==> config.mk <==
export PLATFORM = sky130hd
export DESIGN_NAME = uart_rx_flat
export DESIGN_NICKNAME = d
export VERILOG_FILES = /design/src/rtl/uart_rx_if.sv /design/src/rtl/uart_rx.sv /design/src/flat_wrapper.sv
export SDC_FILE = /design/constraint.sdc
export NUM_CORES = 1
export LEC_CHECK = 0
export CAP_MARGIN = 20
export CORE_UTILIZATION = 59
export DETAILED_ROUTE_END_ITERATION = 7
export PLACE_DENSITY_LB_ADDON = 0.2
export SLEW_MARGIN = 40
export SYNTH_ARGS = -nofsm -noshare
export SYNTH_HDL_FRONTEND = slang
export SYNTH_SLANG_ARGS = --single-unit
==> constraint.sdc <==
create_clock -name clk -period 3.2 [get_ports clk]
set_input_delay 0.96 -clock clk [delete_from_list [all_inputs] [get_ports clk]]
set_output_delay 0.96 -clock clk [all_outputs]
set_load 0.01 [all_outputs]
==> src/rtl/uart_rx_if.sv <==
// rtl/uart_rx_if.sv - uart_rx line/tick inputs and received-byte outputs
interface uart_rx_if #(
    parameter int DATA_BITS = 8
);
    logic                 ena;
    logic                 rx;
    logic [DATA_BITS-1:0] data;
    logic                 valid;
    logic                 frame_err;
    logic                 bussy;

    modport master (
        output ena, rx,
        input  data, valid, frame_err, bussy
    );

    modport slave (
        input  ena, rx,
        output data, valid, frame_err, bussy
    );
endinterface

==> src/rtl/uart_rx.sv <==
// rtl/uart_rx.sv - oversampling UART receiver with start-glitch rejection and stop-bit check
module uart_rx #(
    parameter int OVERSAMPLE = 16,
    parameter int DATA_BITS  = 8
) (
    input  logic     clk,
    input  logic     rst_n,
    uart_rx_if.slave bus
);
    localparam int TW = $clog2(OVERSAMPLE);
    localparam int BW = $clog2(DATA_BITS + 1);
    localparam logic [TW-1:0] T_MID  = TW'(OVERSAMPLE / 2 - 1);
    localparam logic [TW-1:0] T_END  = TW'(OVERSAMPLE - 1);
    localparam logic [BW-1:0] B_LAST = BW'(DATA_BITS - 1);

    typedef enum logic [1:0] {IDLE, START, DATA, STOP} state_t;

    state_t               state, state_nx;
    logic [TW-1:0]        tcnt, tcnt_nx;
    logic [BW-1:0]        bitcnt, bitcnt_nx;
    logic [DATA_BITS-1:0] shift, shift_nx;
    logic [DATA_BITS-1:0] data_q, data_nx;
    logic                 valid_q, valid_nx;
    logic                 ferr_q, ferr_nx;
    logic                 bussy_q, bussy_nx;
    logic                 sync1, rx_s;

    always_ff @(posedge clk) begin
        if (!rst_n) begin
            sync1   <= 1'b1;
            rx_s    <= 1'b1;
            state   <= IDLE;
            tcnt    <= '0;
            bitcnt  <= '0;
            shift   <= '0;
            data_q  <= '0;
            valid_q <= 1'b0;
            ferr_q  <= 1'b0;
            bussy_q <= 1'b0;
        end else begin
            sync1   <= bus.rx;
            rx_s    <= sync1;
            state   <= state_nx;
            tcnt    <= tcnt_nx;
            bitcnt  <= bitcnt_nx;
            shift   <= shift_nx;
            data_q  <= data_nx;
            valid_q <= valid_nx;
            ferr_q  <= ferr_nx;
            bussy_q <= bussy_nx;
        end
    end

    always_comb begin
        state_nx  = state;
        tcnt_nx   = tcnt;
        bitcnt_nx = bitcnt;
        shift_nx  = shift;
        data_nx   = data_q;
        valid_nx  = 1'b0;
        ferr_nx   = 1'b0;
        if (bus.ena) begin
            case (state)
                IDLE: begin
                    if (!rx_s) begin
                        state_nx = START;
                        tcnt_nx  = '0;
                    end
                end
                START: begin
                    // Confirm the start bit at its centre; a high line here was a glitch.
                    if (tcnt == T_MID) begin
                        tcnt_nx   = '0;
                        bitcnt_nx = '0;
                        state_nx  = rx_s ? IDLE : DATA;
                    end else begin
                        tcnt_nx = tcnt + TW'(1);
                    end
                end
                DATA: begin
                    if (tcnt == T_END) begin
                        shift_nx  = {rx_s, shift[DATA_BITS-1:1]};
                        tcnt_nx   = '0;
                        bitcnt_nx = bitcnt + BW'(1);
                        if (bitcnt == B_LAST) state_nx = STOP;
                    end else begin
                        tcnt_nx = tcnt + TW'(1);
                    end
                end
                STOP: begin
                    // Leaving at mid-stop leaves half a bit to catch a back-to-back start.
                    if (tcnt == T_END) begin
                        state_nx = IDLE;
                        tcnt_nx  = '0;
                        if (rx_s) begin
                            data_nx  = shift;
                            valid_nx = 1'b1;
                        end else begin
                            ferr_nx = 1'b1;
                        end
                    end else begin
                        tcnt_nx = tcnt + TW'(1);
                    end
                end
                default: state_nx = IDLE;
            endcase
        end
        bussy_nx = (state_nx != IDLE);
    end

    assign bus.data      = data_q;
    assign bus.valid     = valid_q;
    assign bus.frame_err = ferr_q;
    assign bus.bussy     = bussy_q;
endmodule
==> src/flat_wrapper.sv <==
// flat-port wrapper written by rule: the top's interface ports become plain ports
module uart_rx_flat 
#(
    parameter int OVERSAMPLE = 16,
    parameter int DATA_BITS  = 8
)
  (clk, rst_n, bus_ena, bus_rx, bus_data, bus_valid, bus_frame_err, bus_bussy);
  uart_rx_if #(.DATA_BITS(DATA_BITS)) bus_i ();
  input  logic clk;
  input  logic rst_n;
  input wire logic [$bits(bus_i.ena)-1:0] bus_ena;
  input wire logic [$bits(bus_i.rx)-1:0] bus_rx;
  output wire logic [$bits(bus_i.data)-1:0] bus_data;
  output wire logic [$bits(bus_i.valid)-1:0] bus_valid;
  output wire logic [$bits(bus_i.frame_err)-1:0] bus_frame_err;
  output wire logic [$bits(bus_i.bussy)-1:0] bus_bussy;
  assign bus_i.ena = bus_ena;
  assign bus_i.rx = bus_rx;
  assign bus_data = bus_i.data;
  assign bus_valid = bus_i.valid;
  assign bus_frame_err = bus_i.frame_err;
  assign bus_bussy = bus_i.bussy;
  uart_rx #(.OVERSAMPLE(OVERSAMPLE), .DATA_BITS(DATA_BITS)) u_core (.clk(clk), .rst_n(rst_n), .bus(bus_i));
endmodule
# After elaboration in Yosys (flattened, before gate mapping)
# Index checks and enable logic that the tools add are counted.
# classes
n_reduce_logical	9
mux	17
n_addsub	2
eq_ne	9
# ops
cell	count
two-way mux 4 bit	5
two-way mux 2 bit	7
case mux 4 bit (3 select lines)	1
AND reduction 4 bit	3
adder 4 x 1 -> 4 bit, second input constant	2
== test 4 x 3 -> 1 bit, second input constant	2
case mux 2 bit (4 select lines)	1
case mux 4 bit (2 select lines)	1
== test 2 bit, second input constant	2
== test 4 bit, second input constant	1
inequality test 2 x 1 -> 1 bit, second input constant	2
nonzero test 2 bit	2
AND reduction 3 bit	1
== test 2 x 1 -> 1 bit, second input constant	1
logical NOT 2 bit	1
two-way mux 1 bit	2
inequality test 2 bit, second input constant	1
AND reduction 2 bit	1
OR reduction 2 bit	1
# word_totals
word_cells	47
in_bits	4
ff_bits	31

# Depth between registers and ports, before layout
# logic_depth
depth_word	6
ltp_mapped	7
depth_no_buf	6

# Worst setup path after synthesis
# OpenSTA, ideal clock, no wires.
# synth_path
path_type	input to register
startpoint	in bus_ena
endpoint	reg u_core.bitcnt[2]
path_buffers	1
stages	5
setup_time_ns	0.091
arrival_time_ns	1.913
setup_slack_ns	1.196
path_cell_list	clkbuf_1 -> nand2_1 -> nor4_1 -> a21oi_1 -> a311oi_1
# synth_via
elab_chain_cells	1
# synth_lines
item	line	rtl
start, declared	flat_wrapper.sv:11	input wire logic [$bits(bus_i.ena)-1:0] bus_ena;
AND reduction 4 bit (no line)	-	
end signal, assigned	uart_rx.sv:45	bitcnt <= bitcnt_nx;
end, declared	uart_rx.sv:20	logic [BW-1:0] bitcnt, bitcnt_nx;
# Every way passes these cells.
# A chain may end at the register's enable or synchronous reset.

# Worst setup path in the final report
# Ends and elaborated chain as after synthesis.

==> flow_metrics.env <==
export IMPL_htreeDepth=2
export IMPL_cpLargestDelayFamily="buffers and inverters"
export IMPL_cts_root_buf="sky130_fd_sc_hd__clkbuf_4"
export IMPL_place_hpwl_um=2030
export IMPL_number_of_enable_flip_flop_cells_after_synthesis=0
export IMPL_area_growth_pct=16.9
export IMPL_netlist_top_cells_area="sky130_fd_sc_hd__dfxtp_1, sky130_fd_sc_hd__mux2i_1, sky130_fd_sc_hd__ha_1"
export IMPL_global_router_s_overall_resource_usage_pct=25.7
export IMPL_clock_tree_from_tritoncts="yes"
export IMPL_power_leakage_nw=0.723
export IMPL_timing_critical_path_arrival_ns=2.60
export IMPL_antenna_left=0
export IMPL_clock_buffer_count_from_cts=5
export IMPL_post_synth_top_count_cell="sky130_fd_sc_hd__dfxtp_1"
export IMPL_core_um2=2250
export IMPL_setup_worst_path_class="in -> reg"
export IMPL_cp_cell_sequence="clkdlybuf4s50_1 > nand2_1 > nor4_1 > a21oi_1 > a311oi_1"
export IMPL_post_synth_top_area_fraction_pct=43.5
export IMPL_ctsHoldBuffers=0
export IMPL_wl_per_instance_um=15.2
export IMPL_row_count=17
export IMPL_hold_crit_class="reg -> reg"
export IMPL_clk_pin_slew_ns=0.10
export IMPL_finalWeightedCongestion=0.868
export IMPL_outcome="completed"
export IMPL_synth_cell_area_um2=1430
export IMPL_dpl_cell_count=187
export IMPL_die_width_um=51.2
export IMPL_reg2reg_from="u_core.state[0]"
export IMPL_reg2reg_to="u_core.bitcnt[2]"
export IMPL_largest_net_degree_at_the_start_of_global_routing=20
export IMPL_maxCapViolations=0
export IMPL_fin_crit_ns=2.36
export IMPL_cts_path_max_buffers=2
export IMPL_die_area_um2=2620
export IMPL_place_area_um2=1580
export IMPL_worst_hold_path_num_cells=1
export IMPL_drive_above_1_share_pct=8.38
export IMPL_fp_dieH_um=51.2
export IMPL_fmax_ghz=0.424
export IMPL_setup_violations_final=0
export IMPL_syn_inst=151
export IMPL_critPathRequiredTime_ns=3.44
export IMPL_final_instance_area_um2=1670
export IMPL_critPathMaxStageDelay_ns=0.63
export IMPL_start_kind="primary input"
export IMPL_detailedRoute_firstIterationViolations=18
export IMPL_final_setup_tns_ns=0
export IMPL_cts_repair_resized=0
export IMPL_crit_slowest_cell="sky130_fd_sc_hd__clkdlybuf4s50_1"
export IMPL_setup_repair_after_global_routing_missed_its_margin="no"
export IMPL_power_density_nw_per_um2=452
export IMPL_worst_path_max_fanout=9
export IMPL_grt_antenna_before_repair=0
export IMPL_boundaryPins=15
export IMPL_first_global_vias=1078
export IMPL_async_sr_flop_fraction_pct=0
export IMPL_yosys_register_bits=31
export IMPL_synthDominantAreaCellType="sky130_fd_sc_hd__dfxtp_1"
export IMPL_critPathBufInv=1
export IMPL_worstMarginPinSlew_ns=0.507
export IMPL_mappedNetlistNets=162
export IMPL_vias=1166
export IMPL_final_hold_violation_count=0
export IMPL_vdd_ir_drop_worst_mv=0.394
export IMPL_detail_route_wirelength_um=2960
export IMPL_final_max_slew_viol_count=0
export IMPL_postSynthAreaPerCell_um2=9.45
export IMPL_initial_utilization_pct=63.3
export IMPL_ys_warnings_count=0
export IMPL_max_slew_margin_rel_pct=65.9
export IMPL_synth_lib_cells_used_distinct=44
export IMPL_clock_sink_count=31
export IMPL_grt_pass1_wl_um=4840
export IMPL_hp_start="u_core.sync1"
export IMPL_detailedRoute_firstPassIterationCount=4
export IMPL_post_cts_repair_setup_buffers=0
export IMPL_yosys_top_cells_count="sky130_fd_sc_hd__dfxtp_1, sky130_fd_sc_hd__nor2_1, sky130_fd_sc_hd__mux2i_1"
export IMPL_insertion_delay_ns=0.33
export IMPL_worst_hold_path_endpoint="u_core.rx_s"
export IMPL_synth_sequential_area_ratio_pct=43.5
export IMPL_r2r_slack_ns=1.20
export IMPL_final_min_period_over_clock_period_pct=73.6
export IMPL_antenna_diode_instance_count=0
export IMPL_vias_per_cell=5.98
export IMPL_cp_end_kind="register"
export IMPL_drt_drc_violations_left=0
export IMPL_postSynth_topFlopCell="sky130_fd_sc_hd__dfxtp_1"
export IMPL_io_buffers=14
export IMPL_gr_total_overflow=0
export IMPL_layout_nets=177
export IMPL_clock_skew_final_ns=0.00639
export IMPL_worstRegToRegCells=6
export IMPL_finalNonFillerCells=195
==> cell families (layout without fill, tap and decap cells) <==
logic type               after synthesis  after routing  synth area share, %
AO/OA/AOI/OAI                         33             33                 16.4
buffers and inverters                 13             29                 3.51
AND/OR/NAND/NOR                       50             50                 18.4
multiplexers                          17             17                 12.0
flip-flops                            31             31                 43.5
adder cells (fa/ha/maj)                7              7                 6.14
==> through the flow <==
step / hold slack [ns] / worst slack [ns] / total power, mW / utilization (%)
after floorplan: 0.386 / 1.20 / 0.423 / -
after global placement: 0.399 / 0.744 / 0.435 / 70.1
after detailed placement: 0.420 / 0.573 / 0.436 / 70.1
after CTS: 0.463 / 0.910 / 0.758 / 74.0
after global routing: 0.473 / 0.770 / 0.779 / 74.0
final: 0.458 / 0.844 / 0.753 / 74.0
==> how the worst max path moves through the flow <==
stage,end,cells past startpoint,from
after floorplan,u_core.bitcnt[2],5,bus_ena
after global placement,u_core.bitcnt[2],5,bus_ena
after detailed placement,u_core.bitcnt[2],5,bus_ena
after CTS,u_core.bitcnt[2],5,bus_ena
after global routing,u_core.bitcnt[2],5,bus_ena
final,u_core.bitcnt[2],5,bus_ena
==> placed cells by master (no fill, tap or decap), types with 2 or more instances in the layout <==
master                            instances
sky130_fd_sc_hd__a31oi_1                  2
sky130_fd_sc_hd__clkdlybuf4s50_1         14
sky130_fd_sc_hd__a21oi_1                  7
sky130_fd_sc_hd__inv_1                    6
sky130_fd_sc_hd__dfxtp_1                 31
sky130_fd_sc_hd__o221ai_1                 2
sky130_fd_sc_hd__o21a_1                   2
sky130_fd_sc_hd__ha_1                     7
sky130_fd_sc_hd__nand2b_1                 2
sky130_fd_sc_hd__nand2_1                  7
sky130_fd_sc_hd__and3_1                   2
sky130_fd_sc_hd__nor2_1                  20
sky130_fd_sc_hd__nor3_1                   4
sky130_fd_sc_hd__o21ai_0                  5
sky130_fd_sc_hd__clkbuf_4                 5
sky130_fd_sc_hd__nand3_1                  3
sky130_fd_sc_hd__a21boi_0                 2
sky130_fd_sc_hd__mux2i_1                 16
==> flip-flops by register name, summed over array words and instances, names as in the netlist, 2 cells and up <==
signal	cells
u_core.shift	8
u_core.bus.data	8
u_core.bitcnt	4
u_core.tcnt	4
u_core.state	2
==> metal layers <==
layer / GRT usage [%] / part of all wire, % / vias to the layer above / wire (um)
met3: 7.14 / 3.5 / 9 / 105
met5: 0 / 0 / - / 0
li1: - / - / 578 / -
met2: 40.6 / 46 / 28 / 1370
met4: 11.6 / 1.5 / 0 / 43
met1: 32.3 / 49 / 551 / 1440
==> where the power goes <==
group / leakage, nW / switching (mW) / total (mW) / internal [mW]
logic: 0.424 / 0.0239 / 0.0378 / 0.0139
clock network: 0.0482 / 0.140 / 0.325 / 0.185
registers: 0.250 / 0.00235 / 0.391 / 0.388
total: 0.723 / 0.167 / 0.753 / 0.587
==> worst register-to-register path: stages (launching register included) <==
cell and delay (ns):
sky130_fd_sc_hd__dfxtp_1 0.35, sky130_fd_sc_hd__inv_1 0.14, sky130_fd_sc_hd__ha_1 0.38, sky130_fd_sc_hd__inv_1 0.14
sky130_fd_sc_hd__nor4_1 0.51, sky130_fd_sc_hd__a21oi_1 0.13, sky130_fd_sc_hd__a311oi_1 0.26
==> final cells by class <==
class / count / area (um2)
Tap cell: 28 / 35.0
Timing Repair Buffer: 15 / 148
Clock inverter: 2 / 35.0
Clock buffer: 6 / 51.3
Multi-Input combinational cell: 107 / 756
Sequential cell: 31 / 621
Fill cell: 184 / 587
Inverter: 6 / 22.5
(Power assumes the default switching activity.)
